`src/rtl/multicycle_seq_ctrl.sv`:
```
// Multi-cycle RV32 sequencer: owns PC/IR, fetches over a req/ack handshake and
// steps the datapath through DECODE/EXEC/MEM/WB, halting sticky on any fault.
module multicycle_seq_ctrl #(
  parameter int unsigned     XLEN     = 32,
  parameter logic [XLEN-1:0] RESET_PC = {XLEN{1'b0}},
  parameter int unsigned     TIMEOUT  = 16
) (
  input  logic            clk,
  input  logic            rst,
  input  logic            start,
  output logic            imem_req,
  output logic [XLEN-1:0] imem_addr,
  input  logic            imem_ack,
  input  logic [31:0]     imem_rdata,
  output logic [31:0]     instr,
  input  logic            br_taken,
  input  logic            jump,
  input  logic [XLEN-1:0] target,
  output logic            dmem_req,
  output logic            dmem_we,
  input  logic            dmem_ack,
  output logic            reg_we,
  output logic [XLEN-1:0] pc,
  output logic [2:0]      state,
  output logic            halted,
  output logic [1:0]      err,
  output logic [31:0]     retired
);

  localparam int unsigned WW = $clog2(TIMEOUT + 1);

  localparam logic [6:0] OPC_LOAD   = 7'b0000011;
  localparam logic [6:0] OPC_STORE  = 7'b0100011;
  localparam logic [6:0] OPC_BRANCH = 7'b1100011;
  localparam logic [6:0] OPC_JAL    = 7'b1101111;
  localparam logic [6:0] OPC_LUI    = 7'b0110111;
  localparam logic [6:0] OPC_OP     = 7'b0110011;
  localparam logic [6:0] OPC_OPIMM  = 7'b0010011;
  localparam logic [6:0] OPC_SYSTEM = 7'b1110011;

  localparam logic [1:0] ERR_NONE    = 2'b00;
  localparam logic [1:0] ERR_ILLEGAL = 2'b01;
  localparam logic [1:0] ERR_ALIGN   = 2'b10;
  localparam logic [1:0] ERR_TIMEOUT = 2'b11;

  typedef enum logic [2:0] {
    S_IDLE   = 3'd0,
    S_FETCH  = 3'd1,
    S_DECODE = 3'd2,
    S_EXEC   = 3'd3,
    S_MEM    = 3'd4,
    S_WB     = 3'd5,
    S_HALT   = 3'd6
  } state_t;

  state_t          r_state,   w_state_nxt;
  logic [XLEN-1:0] r_pc,      w_pc_nxt;
  logic [XLEN-1:0] r_npc,     w_npc_nxt;
  logic [31:0]     r_instr,   w_instr_nxt;
  logic [31:0]     r_retired, w_retired_nxt;
  logic [1:0]      r_err,     w_err_nxt;
  logic [WW-1:0]   r_wait,    w_wait_nxt;

  logic [6:0]      w_opc;
  logic            w_is_branch;
  logic            w_is_store;
  logic            w_is_mem;
  logic [XLEN-1:0] w_pc_plus4;
  logic [XLEN-1:0] w_sel_pc;
  logic            w_wait_last;
  logic            w_npc_ok;

  assign w_opc       = r_instr[6:0];
  assign w_is_branch = (w_opc == OPC_BRANCH);
  assign w_is_store  = (w_opc == OPC_STORE);
  assign w_is_mem    = (w_opc == OPC_LOAD) || w_is_store;
  assign w_pc_plus4  = r_pc + XLEN'(32'd4);
  // br_taken/jump/target are only meaningful in EXEC; everything later uses r_npc
  assign w_sel_pc    = (jump || (w_is_branch && br_taken)) ? target : w_pc_plus4;
  assign w_wait_last = (r_wait == WW'(TIMEOUT - 1));
  assign w_npc_ok    = (r_npc[1:0] == 2'b00);

  // State and datapath-control registers
  always_ff @(posedge clk or negedge rst) begin
    if (!rst) begin
      r_state   <= S_IDLE;
      r_pc      <= RESET_PC;
      r_npc     <= RESET_PC;
      r_instr   <= 32'h0000_0000;
      r_retired <= 32'h0000_0000;
      r_err     <= ERR_NONE;
      r_wait    <= {WW{1'b0}};
    end else begin
      r_state   <= w_state_nxt;
      r_pc      <= w_pc_nxt;
      r_npc     <= w_npc_nxt;
      r_instr   <= w_instr_nxt;
      r_retired <= w_retired_nxt;
      r_err     <= w_err_nxt;
      r_wait    <= w_wait_nxt;
    end
  end

  // Next-state, PC selection, retire counting and fault classification
  always_comb begin
    w_state_nxt   = r_state;
    w_pc_nxt      = r_pc;
    w_npc_nxt     = r_npc;
    w_instr_nxt   = r_instr;
    w_retired_nxt = r_retired;
    w_err_nxt     = r_err;
    w_wait_nxt    = r_wait;
    case (r_state)
      S_IDLE: begin
        if (start) begin
          w_state_nxt = S_FETCH;
          w_wait_nxt  = {WW{1'b0}};
        end else begin
          w_state_nxt = S_IDLE;
        end
      end
      S_FETCH: begin
        if (imem_ack) begin
          w_instr_nxt = imem_rdata;
          w_state_nxt = S_DECODE;
        end else if (w_wait_last) begin
          w_state_nxt = S_HALT;
          w_err_nxt   = ERR_TIMEOUT;
        end else begin
          w_wait_nxt  = r_wait + WW'(1);
        end
      end
      S_DECODE: begin
        case (w_opc)
          OPC_LOAD, OPC_STORE, OPC_BRANCH, OPC_JAL,
          OPC_LUI, OPC_OP, OPC_OPIMM: w_state_nxt = S_EXEC;
          OPC_SYSTEM: begin
            w_state_nxt   = S_HALT;
            w_retired_nxt = r_retired + 32'd1;
          end
          default: begin
            w_state_nxt = S_HALT;
            w_err_nxt   = ERR_ILLEGAL;
          end
        endcase
      end
      S_EXEC: begin
        if (w_is_branch) begin
          if (w_sel_pc[1:0] == 2'b00) begin
            w_pc_nxt      = w_sel_pc;
            w_retired_nxt = r_retired + 32'd1;
            w_state_nxt   = S_FETCH;
            w_wait_nxt    = {WW{1'b0}};
          end else begin
            w_state_nxt = S_HALT;
            w_err_nxt   = ERR_ALIGN;
          end
        end else begin
          w_npc_nxt  = w_sel_pc;
          w_wait_nxt = {WW{1'b0}};
          if (w_is_mem) begin
            w_state_nxt = S_MEM;
          end else begin
            w_state_nxt = S_WB;
          end
        end
      end
      S_MEM: begin
        if (dmem_ack) begin
          if (!w_is_store) begin
            w_state_nxt = S_WB;
          end else if (w_npc_ok) begin
            w_pc_nxt      = r_npc;
            w_retired_nxt = r_retired + 32'd1;
            w_state_nxt   = S_FETCH;
            w_wait_nxt    = {WW{1'b0}};
          end else begin
            w_state_nxt = S_HALT;
            w_err_nxt   = ERR_ALIGN;
          end
        end else if (w_wait_last) begin
          w_state_nxt = S_HALT;
          w_err_nxt   = ERR_TIMEOUT;
        end else begin
          w_wait_nxt  = r_wait + WW'(1);
        end
      end
      S_WB: begin
        if (w_npc_ok) begin
          w_pc_nxt      = r_npc;
          w_retired_nxt = r_retired + 32'd1;
          w_state_nxt   = S_FETCH;
          w_wait_nxt    = {WW{1'b0}};
        end else begin
          w_state_nxt = S_HALT;
          w_err_nxt   = ERR_ALIGN;
        end
      end
      S_HALT: w_state_nxt = S_HALT;
      default: w_state_nxt = S_HALT;
    endcase
  end

  // Strobes decode straight from the state register so async reset drops them at once
  assign imem_req  = (r_state == S_FETCH);
  assign imem_addr = r_pc;
  assign dmem_req  = (r_state == S_MEM);
  assign dmem_we   = (r_state == S_MEM) && w_is_store;
  assign reg_we    = (r_state == S_WB) && w_npc_ok;
  assign instr     = r_instr;
  assign pc        = r_pc;
  assign state     = r_state;
  assign halted    = (r_state == S_HALT);
  assign err       = r_err;
  assign retired   = r_retired;

endmodule
```
`config.mk`:
```
export PLATFORM = sky130hd
export DESIGN_NAME = multicycle_seq_ctrl
export DESIGN_NICKNAME = d
export VERILOG_FILES = /design/src/rtl/multicycle_seq_ctrl.sv
export SDC_FILE = /design/constraint.sdc
export NUM_CORES = 1
export LEC_CHECK = 0
export BUFFER_PORTS_ARGS = -buffer_cell sky130_fd_sc_hd__buf_2
export CAP_MARGIN = 20
export CELL_PAD_IN_SITES_DETAIL_PLACEMENT = 0
export CELL_PAD_IN_SITES_GLOBAL_PLACEMENT = 1
export CORE_AREA = 2 2 181 183
export DETAILED_ROUTE_END_ITERATION = 16
export DIE_AREA = 0 0 183 185
export PLACE_DENSITY_LB_ADDON = 0.1
export SKIP_LAST_GASP = 1
export SYNTH_ARGS = -nofsm -noshare
export SYNTH_HDL_FRONTEND = slang
export SYNTH_SLANG_ARGS = --single-unit
```
`constraint.sdc`:
```
create_clock -name clk -period 3.9 [get_ports clk]
set_input_delay 0 -clock clk [delete_from_list [all_inputs] [get_ports clk]]
set_output_delay 0 -clock clk [all_outputs]
set_load 0.01 [all_outputs]
```
==> impl_results.md <==
* Worst path slowest cell: dfrtp_1
* Synth Warn # at 0
* Tcrit/Tclk final at 0.744
* Max Buffers Root-to-Sink at 2
* TritonRoute pass-1 iters at 5
* Worst-Margin Slew at 1.01 ns
* RSZ-0062 raised after global routing: no
* Synth Net Count at 868
* RR Endpoint: imem_addr[29]$_DFFE_PN0P_
* Die Area at 33900 µm²
* Register-to-Register Path Depth at 7
* Placed cell areas at 8850 µm²
* PnR worst setup slack at 0.998 ns
* Worst hold stages at 4
* Setup repair bufs after CTS at 0
* Primary FF master, synth: dfrtp_1
* First-pass GRT wire length at 39.0 mm
* Clock latency on the worst-skew pair at 0.43 ns
* GRT Util Overall at 0.150
* Static Leak at 4.79 nW
* Hold crit path type: primary input to flop
* Final Core Density at 0.315
* Number of synthesized flops with an enable pin at 0
* Maxcap violations at 0
* Post-DP HPWL at 17.4 mm
* Worst Hold Margin at 0.0395 ns
* Layout cells sized above 1 at 0.309
* Top Family by Delay on Critical Path: simple AND/OR/NAND/NOR gates
* Most common cell in the netlist: dfrtp_1
* Final wirelength at 25.0 mm
* Worst hold start: target[9]
* Critical-path cell list: and3b_1, o31a_1, or3_4, or3_1, buf_4, o21bai_1, o2bb2ai_1
* Core ar. at 32000 µm²
* Remaining DRCs at 0
* R2R setup slack at 1.0 ns
* Synthesized area per cell at 9.55 µm²
* Detailed-route via count at 6691
* Kind of critical path: flop to flop
* Fmax at 0.345 GHz
* Cell area after synthesis at 7590 µm²
* Hold Path End: r_npc[9]$_DFFE_PN0P_
* Clock-pin slew on the worst setup and hold paths at 0.06 ns
* Total power at 3.46 mW
* Max_slew headroom at 0.323
* Setup Viol. Count Final at 0
* CTS H-tree depth at 4
* Yosys top cell area share at 0.455
* Remaining antenna violation count at 0
* Sequential area share after synthesis at 0.455
* Post-Synthesis Cells at 794
* Crit-path max FO at 37
* Worst IR Drop VDD at 0.298 mV
* CTS tree: yes
* Initial Utilization at 0.237
* CTS Sinks at 138
* Reg-to-reg startpoint: state[2]$_DFF_PN0_
* FP Rows at 66
* Final hold violation count at 0
* Port Buffers at 208
* Worst Path Arrival at 3.20 ns
* Placer Congestion at 0.726
* Async SR Flop Fraction at 1.00
* Wire per inst at 17.3 µm
* Status: finished clean
* Top post-synthesis cells by count: 138 x dfrtp_1, 80 x nand2_1, 59 x o21ai_0
* Root Buffer: clkbuf_16
* Die H at 185 µm
* Place WS at 0.956 ns
* Inst Count DP at 1353
* Pwr dens at 342 nW/µm²
* Worst Skew at 0.00738 ns
* Vias in the first global route at 6631
* Gr ovfl total at 0
* Final Cell Area at 10100 µm²
* Post-route insts no fill at 1448
* CP Launch Type: flop
* Via/cell ratio at 4.62
* Critical path's largest stage delay at 0.67 ns
* Synth cell types at 70
* Die Wd at 183 µm
* Minimum clock period at 2.90 ns
* Diodes inserted at 0
* Largest net degree at the start of global routing at 93
* Total Neg Setup Slack at 0 ns
* DRT iter0 DRCs at 331
* Synth Register Bits at 138
* P&R area growth vs syn at 33.2%
* Dominant cell type by area after synthesis: dfrtp_1
* Area contributors post-synth: dfrtp_1 46%, mux2_2 7.0%, nand2_1 4.0%
* Number of nets in the layout at 1101
* Initial antenna violation count at 0
* Worst path required time at 4.20 ns
* Crit end category: flop
* I/O Pins at 209
* Final Max Tran Viols at 0
* Total CTS buffers at 17
* Buf/Inv on CP at 1
## repair_timing
action,4_1_cts,5_1_grt
hold endpoints to repair,159,0
setup endpoints to repair,0,0
gates resized for setup,0,0
hold buffers,63,0
## final cells by class
type                            count  area (µm²)
Fill cell                        3403       21900
Multi-Input combinational cell    574        3690
Sequential cell                   138        3450
Timing Repair Buffer              287        1800
Tap cell                          408         510
Clock buffer                       18         429
Clock inverter                     14         195
Inverter                            9        33.8
## worst min-delay path, stage by stage
cell and delay [ns]:
buf_2 0.10, nand2_1 0.05, o21ai_0 0.12, mux2_2 0.16
## how the worst max path moves through the flow
stage / startpoint / end / cells after the start
6_report: state[2]$_DFF_PN0_ / imem_addr[29]$_DFFE_PN0P_ / 7
5_1_grt: state[2]$_DFF_PN0_ / imem_addr[8]$_DFFE_PN0P_ / 7
4_1_cts: state[2]$_DFF_PN0_ / imem_addr[7]$_DFFE_PN0P_ / 7
3_5_place_dp: state[2]$_DFF_PN0_ / imem_addr[6]$_DFFE_PN0P_ / 7
3_3_place_gp: state[2]$_DFF_PN0_ / imem_addr[29]$_DFFE_PN0P_ / 7
2_1_floorplan: instr[2]$_DFFE_PN0P_ / imem_addr[11]$_DFFE_PN0P_ / 8
## sequential cells by signal, indices dropped and copies added, names as in the netlist
| register | cells |
|---|---|
| err | 2 |
| imem_addr | 32 |
| instr | 32 |
| r_npc | 32 |
| r_wait | 5 |
| retired | 32 |
| state | 3 |
## per-layer routing
metal / vias to the layer above / wire (µm) / GRT usage
met5: - / 0 / 0
met2: 142 / 11800 / 0.242
met3: 22 / 887 / 0.0265
li1: 3287 / - / -
met1: 3240 / 12000 / 0.207
met4: 0 / 306 / 0.0390
## report_power, final
part           internal (mW)  switching [mW]  leakage (nW)
clock                   1.08           0.674         0.305
sequential              1.45          0.0169          1.75
combinational          0.121           0.120          2.74
total                   2.65           0.810          4.79
## cell families (layout without fill, tap and decap cells)
group	Yosys count	after routing	share of synthesized area
muxes	52	52	0.0764
xor gates and xnor gates	54	54	0.0623
adders and majority gates	3	3	0.00495
buffers and inverters	82	328	0.0609
DFF	138	138	0.455
AOI/OAI and AO/OA	179	179	0.146
and+or+nand+nor	286	286	0.194
## cells in the final DEF (no fill, tap or decap), types with 7 or more instances in the layout
| cell | instances |
|---|---|
| buf_2 | 207 |
| dfrtp_1 | 138 |
| nand2_1 | 80 |
| dlygate4sd3_1 | 63 |
| o21ai_0 | 59 |
| nor2_1 | 54 |
| mux2_2 | 47 |
| xnor2_1 | 34 |
| nor3_1 | 32 |
| a21oi_1 | 28 |
| nand3_1 | 26 |
| nand4_1 | 20 |
| xor2_1 | 20 |
| o21ai_1 | 18 |
| clkbuf_16 | 17 |
| buf_4 | 16 |
| and3_1 | 14 |
| a22oi_1 | 11 |
| inv_1 | 9 |
| nor4_1 | 9 |
| a21o_1 | 7 |
No activity file was read; power rests on OpenSTA's default activity.
